==> config.mk <==
export PLATFORM = sky130hd
export DESIGN_NAME = coeff_rom_mp
export DESIGN_NICKNAME = d
export VERILOG_FILES = /design/src/rtl/coeff_rom_pkg.sv /design/src/rtl/coeff_pipe_stage.sv /design/src/rtl/coeff_rom_mp.sv
export SDC_FILE = /design/constraint.sdc
export NUM_CORES = 1
export LEC_CHECK = 0
export BUFFER_PORTS_ARGS = -buffer_cell sky130_fd_sc_hd__buf_2
export CORE_MARGIN = 2
export CORE_UTILIZATION = 45
export DETAILED_ROUTE_END_ITERATION = 7
export GPL_ROUTABILITY_DRIVEN = 1
export PLACE_DENSITY_LB_ADDON = 0.1
export SYNTH_ARGS = -nofsm -noshare
export SYNTH_HDL_FRONTEND = slang
export SYNTH_SLANG_ARGS = --single-unit
==> constraint.sdc <==
create_clock -name clk -period 1.45 [get_ports clk]
set_input_delay 0.0725 -clock clk [delete_from_list [all_inputs] [get_ports clk]]
set_output_delay 0.0725 -clock clk [all_outputs]
set_load 0.1 [all_outputs]
==> src/rtl/coeff_rom_pkg.sv <==
// Shared constants for the coefficient store: the power-on coefficient table
// and a helper that fits a table entry to an arbitrary row width.
package coeff_rom_pkg;

  localparam int COEFF_MAX_W = 256;

  localparam logic [31:0] DEFAULT_COEFF [8] = '{
    32'h5F5F5F5F, 32'h1A1A1A1A, 32'h2E2E2E2E, 32'hA5A5A5A5,
    32'h123478A2, 32'h9C7B6A88, 32'hAFAFB4C5, 32'h13CF54AF
  };

  // Entry i mod 8, zero-extended, with every bit at or above 'width' cleared.
  function automatic logic [COEFF_MAX_W-1:0] default_row(input int i, input int width);
    logic [COEFF_MAX_W-1:0] v;
    logic [2:0]             idx;
    idx = 3'(i);
    v   = COEFF_MAX_W'(DEFAULT_COEFF[idx]);
    for (int b = 0; b < COEFF_MAX_W; b++) begin
      if (b >= width) v[b] = 1'b0;
    end
    return v;
  endfunction

endpackage

==> src/rtl/coeff_pipe_stage.sv <==
// One read-pipeline register: valid/data/err that advance on en and
// carry zero data and zero err whenever the incoming valid is low.
module coeff_pipe_stage #(
  parameter int DATA_W = 32
) (
  input  logic              clk,
  input  logic              rst_n,
  input  logic              en,
  input  logic              i_valid,
  input  logic [DATA_W-1:0] i_data,
  input  logic              i_err,
  output logic              o_valid,
  output logic [DATA_W-1:0] o_data,
  output logic              o_err
);

  logic              r_valid;
  logic [DATA_W-1:0] r_data;
  logic              r_err;

  always_ff @(posedge clk or negedge rst_n) begin
    if (!rst_n) begin
      r_valid <= 1'b0;
      r_data  <= '0;
      r_err   <= 1'b0;
    end else if (en) begin
      r_valid <= i_valid;
      r_data  <= i_valid ? i_data : '0;
      r_err   <= i_valid & i_err;
    end
  end

  assign o_valid = r_valid;
  assign o_data  = r_data;
  assign o_err   = r_err;

endmodule

==> src/rtl/coeff_rom_mp.sv <==
// Multi-port coefficient store: reloadable register array with default
// contents, combinational lookup and a PIPE_STAGES-deep read pipe per port.
module coeff_rom_mp
  import coeff_rom_pkg::*;
#(
  parameter int DATA_W      = 32,
  parameter int DEPTH       = 8,
  parameter int ADDR_W      = 4,
  parameter int NUM_PORTS   = 2,
  parameter int PIPE_STAGES = 3
) (
  input  logic                        clk,
  input  logic                        rst_n,
  input  logic                        en,
  input  logic [NUM_PORTS-1:0]        rd_valid_i,
  input  logic [NUM_PORTS*ADDR_W-1:0] rd_addr_i,
  output logic [NUM_PORTS-1:0]        rd_valid_o,
  output logic [NUM_PORTS*DATA_W-1:0] rd_data_o,
  output logic [NUM_PORTS-1:0]        rd_err_o,
  input  logic                        wr_en,
  input  logic [ADDR_W-1:0]           wr_addr,
  input  logic [DATA_W-1:0]           wr_data,
  output logic                        wr_err_o
);

  localparam int              IDX_W   = (DEPTH > 1) ? $clog2(DEPTH) : 1;
  localparam logic [ADDR_W:0] DEPTH_A = (ADDR_W+1)'(DEPTH);

  logic [DATA_W-1:0] r_mem [DEPTH];
  logic              r_wr_err;
  logic              w_wr_ok;
  logic [IDX_W-1:0]  w_wr_idx;

  assign w_wr_ok  = ({1'b0, wr_addr} < DEPTH_A);
  assign w_wr_idx = wr_addr[IDX_W-1:0];

  // Writes ignore en; out-of-range writes only raise the one-cycle error flag.
  always_ff @(posedge clk or negedge rst_n) begin
    if (!rst_n) begin
      for (int i = 0; i < DEPTH; i++) r_mem[i] <= DATA_W'(default_row(i, DATA_W));
      r_wr_err <= 1'b0;
    end else begin
      r_wr_err <= wr_en & ~w_wr_ok;
      if (wr_en && w_wr_ok) r_mem[w_wr_idx] <= wr_data;
    end
  end

  assign wr_err_o = r_wr_err;

  // Read handshake: no ready. A request with rd_valid_i=1 is taken on an edge
  // with en=1 and silently dropped otherwise; rd_valid_o qualifies data/err
  // and holds with the rest of the pipe while en=0.
  logic              w_v [NUM_PORTS][PIPE_STAGES+1];
  logic [DATA_W-1:0] w_d [NUM_PORTS][PIPE_STAGES+1];
  logic              w_e [NUM_PORTS][PIPE_STAGES+1];

  for (genvar p = 0; p < NUM_PORTS; p++) begin : g_port
    logic [ADDR_W-1:0] w_addr;
    logic              w_ok;
    logic [IDX_W-1:0]  w_idx;

    assign w_addr    = rd_addr_i[p*ADDR_W +: ADDR_W];
    assign w_ok      = ({1'b0, w_addr} < DEPTH_A);
    assign w_idx     = w_addr[IDX_W-1:0];
    assign w_v[p][0] = rd_valid_i[p];
    assign w_d[p][0] = w_ok ? r_mem[w_idx] : '0;
    assign w_e[p][0] = ~w_ok;

    for (genvar s = 0; s < PIPE_STAGES; s++) begin : g_stage
      coeff_pipe_stage #(.DATA_W(DATA_W)) u_stage (
        .clk     (clk),
        .rst_n   (rst_n),
        .en      (en),
        .i_valid (w_v[p][s]),
        .i_data  (w_d[p][s]),
        .i_err   (w_e[p][s]),
        .o_valid (w_v[p][s+1]),
        .o_data  (w_d[p][s+1]),
        .o_err   (w_e[p][s+1])
      );
    end

    assign rd_valid_o[p]                  = w_v[p][PIPE_STAGES];
    assign rd_data_o[p*DATA_W +: DATA_W]  = w_d[p][PIPE_STAGES];
    assign rd_err_o[p]                    = w_e[p][PIPE_STAGES];
  end

endmodule

**Word level (Yosys, flattened, before mapping)**

Cells that the tools add are included.

- Reductions and logical operators: 2
- Multiplexer cells: 17
- Magnitude comparators: 7
- Shifts and indexed selects: 0
- Bitwise logic cells: 13
- Equal/unequal tests: 0
- Add/sub/neg operators: 0
- Div/mod/pow operators: 0
- Multiply operators: 0

Operators by type and width:

| operator | count |
|---|---|
| 32-bit two-way mux | 13 |
| 256-bit bitwise mux | 1 |
| 32-bit binary-select mux with 3-bit select | 2 |
| 32-bit demux with 3-bit select | 1 |
| 4-bit >= comparator (second input constant) | 3 |
| 4-bit less-than comparator (second input constant) | 3 |
| 3-bit inverter with 4-bit output | 3 |
| 1-bit bitwise AND | 7 |
| 4-bit by 1-bit less-than comparator with 1-bit output (second input constant) | 1 |
| 1-bit inverter | 3 |
| 1-bit logical AND | 2 |

- Output and inout port bits: 69
- RAM bits: 0
- Input bits: 50
- Memories: 0
- Latch bits: 0
- Memory bits (read-only): 0
- Logic and storage cells: 66
- Bits in registers: 461

**Longest topological paths before layout**

- Word-level depth: 6
- Mapped depth: 6
- Mapped depth without buffers: 3

**Modules after synthesis**

A second synthesis with hierarchy kept.

- Cell total of the unflattened synthesis: 1,726
- Area total of the unflattened synthesis: 22,303.9 µm²

By module, submodules not included:

| module | seq. area each (µm²) | area each (µm²) | cells each | times used |
|---|---|---|---|---|
| coeff_rom_mp | 6,598.8 | 13,708.1 | 856 | 1 |
| coeff_pipe_stage | 850.8 | 1,432.6 | 145 | 6 |

**Least setup slack after synthesis**

OpenSTA, ideal clock, no wires.

- Path kind: input to register
- Start point: in rd_addr_i[0]
- End point: reg g_port[0].g_stage[0].u_stage.r_data[22]
- Data arrival time: 1,139 ps
- Stages on the path: 6
- Slack: 169 ps
- Data required time: 1,308 ps
- Path through: buf_2 buf_4 buf_4 mux2_2 o22ai_1 o32ai_1

- Longest elaborated chain between the ends: 6
- Elaborated cells on any way between the ends: 7

RTL lines:

| item | line | text |
|---|---|---|
| start: declaration | coeff_rom_mp.sv:16 | `input logic [NUM_PORTS*ADDR_W-1:0] rd_addr_i,` |
| 3-bit inverter with 4-bit output (implied by the code) | coeff_rom_mp.sv:66 | `assign w_d[p][0] = w_ok ? r_mem[w_idx] : '0;` |
| 32-bit binary-select mux with 3-bit select | coeff_rom_mp.sv:66 |  |
| 32-bit two-way mux (implied by the code) (2 in series) | coeff_rom_mp.sv:66 |  |
| 32-bit two-way mux (*) | coeff_rom_mp.sv:66 |  |
| 32-bit two-way mux (*) | coeff_pipe_stage.sv:28 | `r_data <= i_valid ? i_data : '0;` |
| end signal: assignment | coeff_pipe_stage.sv:28 |  |
| end: declaration | coeff_pipe_stage.sv:18 | `logic [DATA_W-1:0] r_data;` |

Every way passes the cells marked *; elsewhere a longest branch is shown, timed or not. The select of a mux whose other input is x is not followed.
A chain may end at the register's enable or synchronous reset.

**Final worst setup path**

- Start point: reg g_port[1].g_stage[2].u_stage.r_err
- End point: out rd_err_o[1]

RTL lines:

| item | line | text |
|---|---|---|
| start: declaration | coeff_pipe_stage.sv:19 | `logic r_err;` |
| start signal: assignment | coeff_pipe_stage.sv:29 | `r_err <= i_valid & i_err;` |
| end: declaration | coeff_rom_mp.sv:19 | `output logic [NUM_PORTS-1:0] rd_err_o,` |

No word-level cell between the ends.

==> results.ini <==
[sta]
hold_viol=0
worstMarginPinSlew_ps=594
timing.final.crit_share_pct=97.0
hold_ws_ps=75.5
period_minus_slack_ps=1410
finalSetupViolCount=0
drv_slew=0
fmax_ghz=0.711
setup_tns_ps=0
slew_headroom_pct=60.4
grt_setup_unrepaired=no
clock-skew-final_ps=17.5

[route]
route.met3.wl_um=2780
vias=14400
drt_wl_total_um=57800
routedWlPerCell_um=22.6
drc=0
drt-initial-drc-count=963
viasPerCell=5.64
dr.max_layer_used=met4
dr.pass1.iters=5
wl_met2_um=25200
antenna_violating_nets_post_route=0
met1_length_um=28500

[worst_setup_path]
path_depth=1
critPathSlowestCell=buf_2
path_buf_inv=1
reg2reg_depth=3
r2r_slack_ps=160
worstPathArrival_ps=1330
path_cells=buf_2
crit_path_max_incr_delay_ps=420
path_delay_family=buffers and inverters
crit_type=reg -> out
crit_path_max_fanout=2
critPathLaunchType=register
cp_data_required_time_ps=1380
crit_path_end_kind=output port

[grt]
grt_pass1_wl_um=89800
grt_pass1_vias=14500
overflow=0
grtUsageTotal_pct=23.5
antenna_found_initial=1
grt_max_degree=91

[yosys]
synth_top_cell_area_share_pct=37.8
synthTopCellsByCount=mux2_2, dfrtp_1, inv_1
synth_cell_type_count=26
yosysMostFrequentCell=mux2_2
synth_area_leader_cell=dfrtp_1
synth_area_mm2=0.0217
synth_seq_cells=461
synth-warning-count=0
yosys_most_used_dff=dfrtp_1
synth_area_leaders=dfrtp_1, mux2_2, dfstp_2
syn_inst=1735
seq_area_frac_synth_pct=54.1
async_reset_ff_share_pct=100
synth-edff-count=0
avgSynthCellArea_um2=12.5
syn_nets=1785

[hold_path]
min_path_cells=4
hp-class=in -> reg

[die]
die-area_mm2=0.0499
die_x_um=223
num_rows=80
die_y_um=223
core_area_mm2=0.0476
ios=119
initial_core_util_pct=45.4

[cts]
cts_tree=done
cts-root-buf=clkbuf_16
clk_pin_slew_ps=60
numClockSinks=461
clk_latency_ps=590
htreeDepth=2
cts_inserted_buffers=50
clk_path_buf_depth=3

[place]
gp_congestion=0.798
portBuffers=118
dp_hpwl_um=37100

[flow_run]
drv_cap=0

[layout]
drive_above_1_share_pct=42.6
syn_to_final_growth_pct=19.7
nets=1951

[power_and_ir_drop]
power_per_cell_area_mw_per_mm2=1400
peakVddDrop_mv=0.913
p_total_w=0.0363
p_leak_nw=10.9

[run_status]
status=completed

[worst reg2reg max path, delay by kind of cell (launching register included)]
| family | cells | cell delay [ps] |
|---|---|---|
| and+or+nand+nor | 1 | 140 |
| DFF | 1 | 400 |
| muxes | 1 | 500 |
| AOI/OAI and AO/OA | 1 | 110 |
[flip-flops by register name, summed over array words and instances, names as in the netlist]
| signal | count |
|---|---|
| wr_err_o | 1 |
| g_port.g_stage.u_stage.o_data | 192 |
| r_mem | 256 |
| g_port.g_stage.u_stage.o_err | 6 |
| g_port.g_stage.u_stage.o_valid | 6 |
[metrics by stage]
stage                     worst slack, ps  util, %  area (um2)  cells
after floorplan                       169        -       21700   1735
after global placement               1.90     49.6       23600   2418
after detailed placement            -11.1     49.6       23600   2418
after CTS                            1.97     54.3       25900   2554
after global routing                 2.07     54.4       25900   2558
final                                43.4     54.4       25900   2558
[area by class of cell]
type | count | area [um2]
clock buffers | 84 | 1530
repair buffers | 255 | 2490
fillers | 4126 | 21700
well taps | 615 | 769
inverters | 196 | 736
flip-flops and latches | 461 | 11700
diodes | 1 | 2.50
clock inverters | 9 | 101
multi-input cells | 937 | 8570
[timing repair]
action,4_1_cts,5_1_grt
pin swaps,0,1
hold endpoints to repair,659,0
cloned,0,1
setup buffers,0,2
hold buffers,43,0
setup endpoints to repair,64,6
resized for setup,64,2
[cells in the final DEF, fill, tap and decap left out, types with 63 or more instances in the layout]
| cell | n |
|---|---|
| mux2_2 | 338 |
| dfrtp_1 | 327 |
| inv_1 | 196 |
| nand3_1 | 134 |
| o21ai_0 | 134 |
| dfstp_2 | 134 |
| buf_4 | 114 |
| mux4_2 | 64 |
| nor2_1 | 63 |
[per-layer routing]
layer	vias to the layer above	global-route usage (%)
li1	6538	-
met1	7448	36.4
met2	354	34.1
met3	75	3.23
met4	0	7.23
met5	-	0
[where the power goes]
group / switching (W) / internal, W
clock: 0.00515 / 0.00751
sequential: 0.00154 / 0.0155
combinational: 0.00300 / 0.00352
[path summary, 6_finish.rpt]
path / from / endpoint
min in group asynchronous: rst_n / g_port[1].g_stage[2].u_stage.o_data[5]
worst max-delay path: g_port[1].g_stage[2].u_stage.o_err / rd_err_o[1]
worst min register to register: g_port[1].g_stage[0].u_stage.o_data[30] / g_port[1].g_stage[0].u_stage.o_data[30]
max in group asynchronous: rst_n / r_mem[154]
worst max register to register: r_mem[137] / g_port[1].g_stage[0].u_stage.o_data[9]
worst min-delay path: rd_addr_i[2] / g_port[0].g_stage[0].u_stage.o_data[2]
[cells by family after synthesis]
group	count (synthesis)	synth area share (%)
AOI/OAI and AO/OA	262	7.56
buffers and inverters	337	6.48
DFF	461	54.1
muxes	452	26.8
and+or+nand+nor	223	5.07
Power figures use the tool's default switching activity.
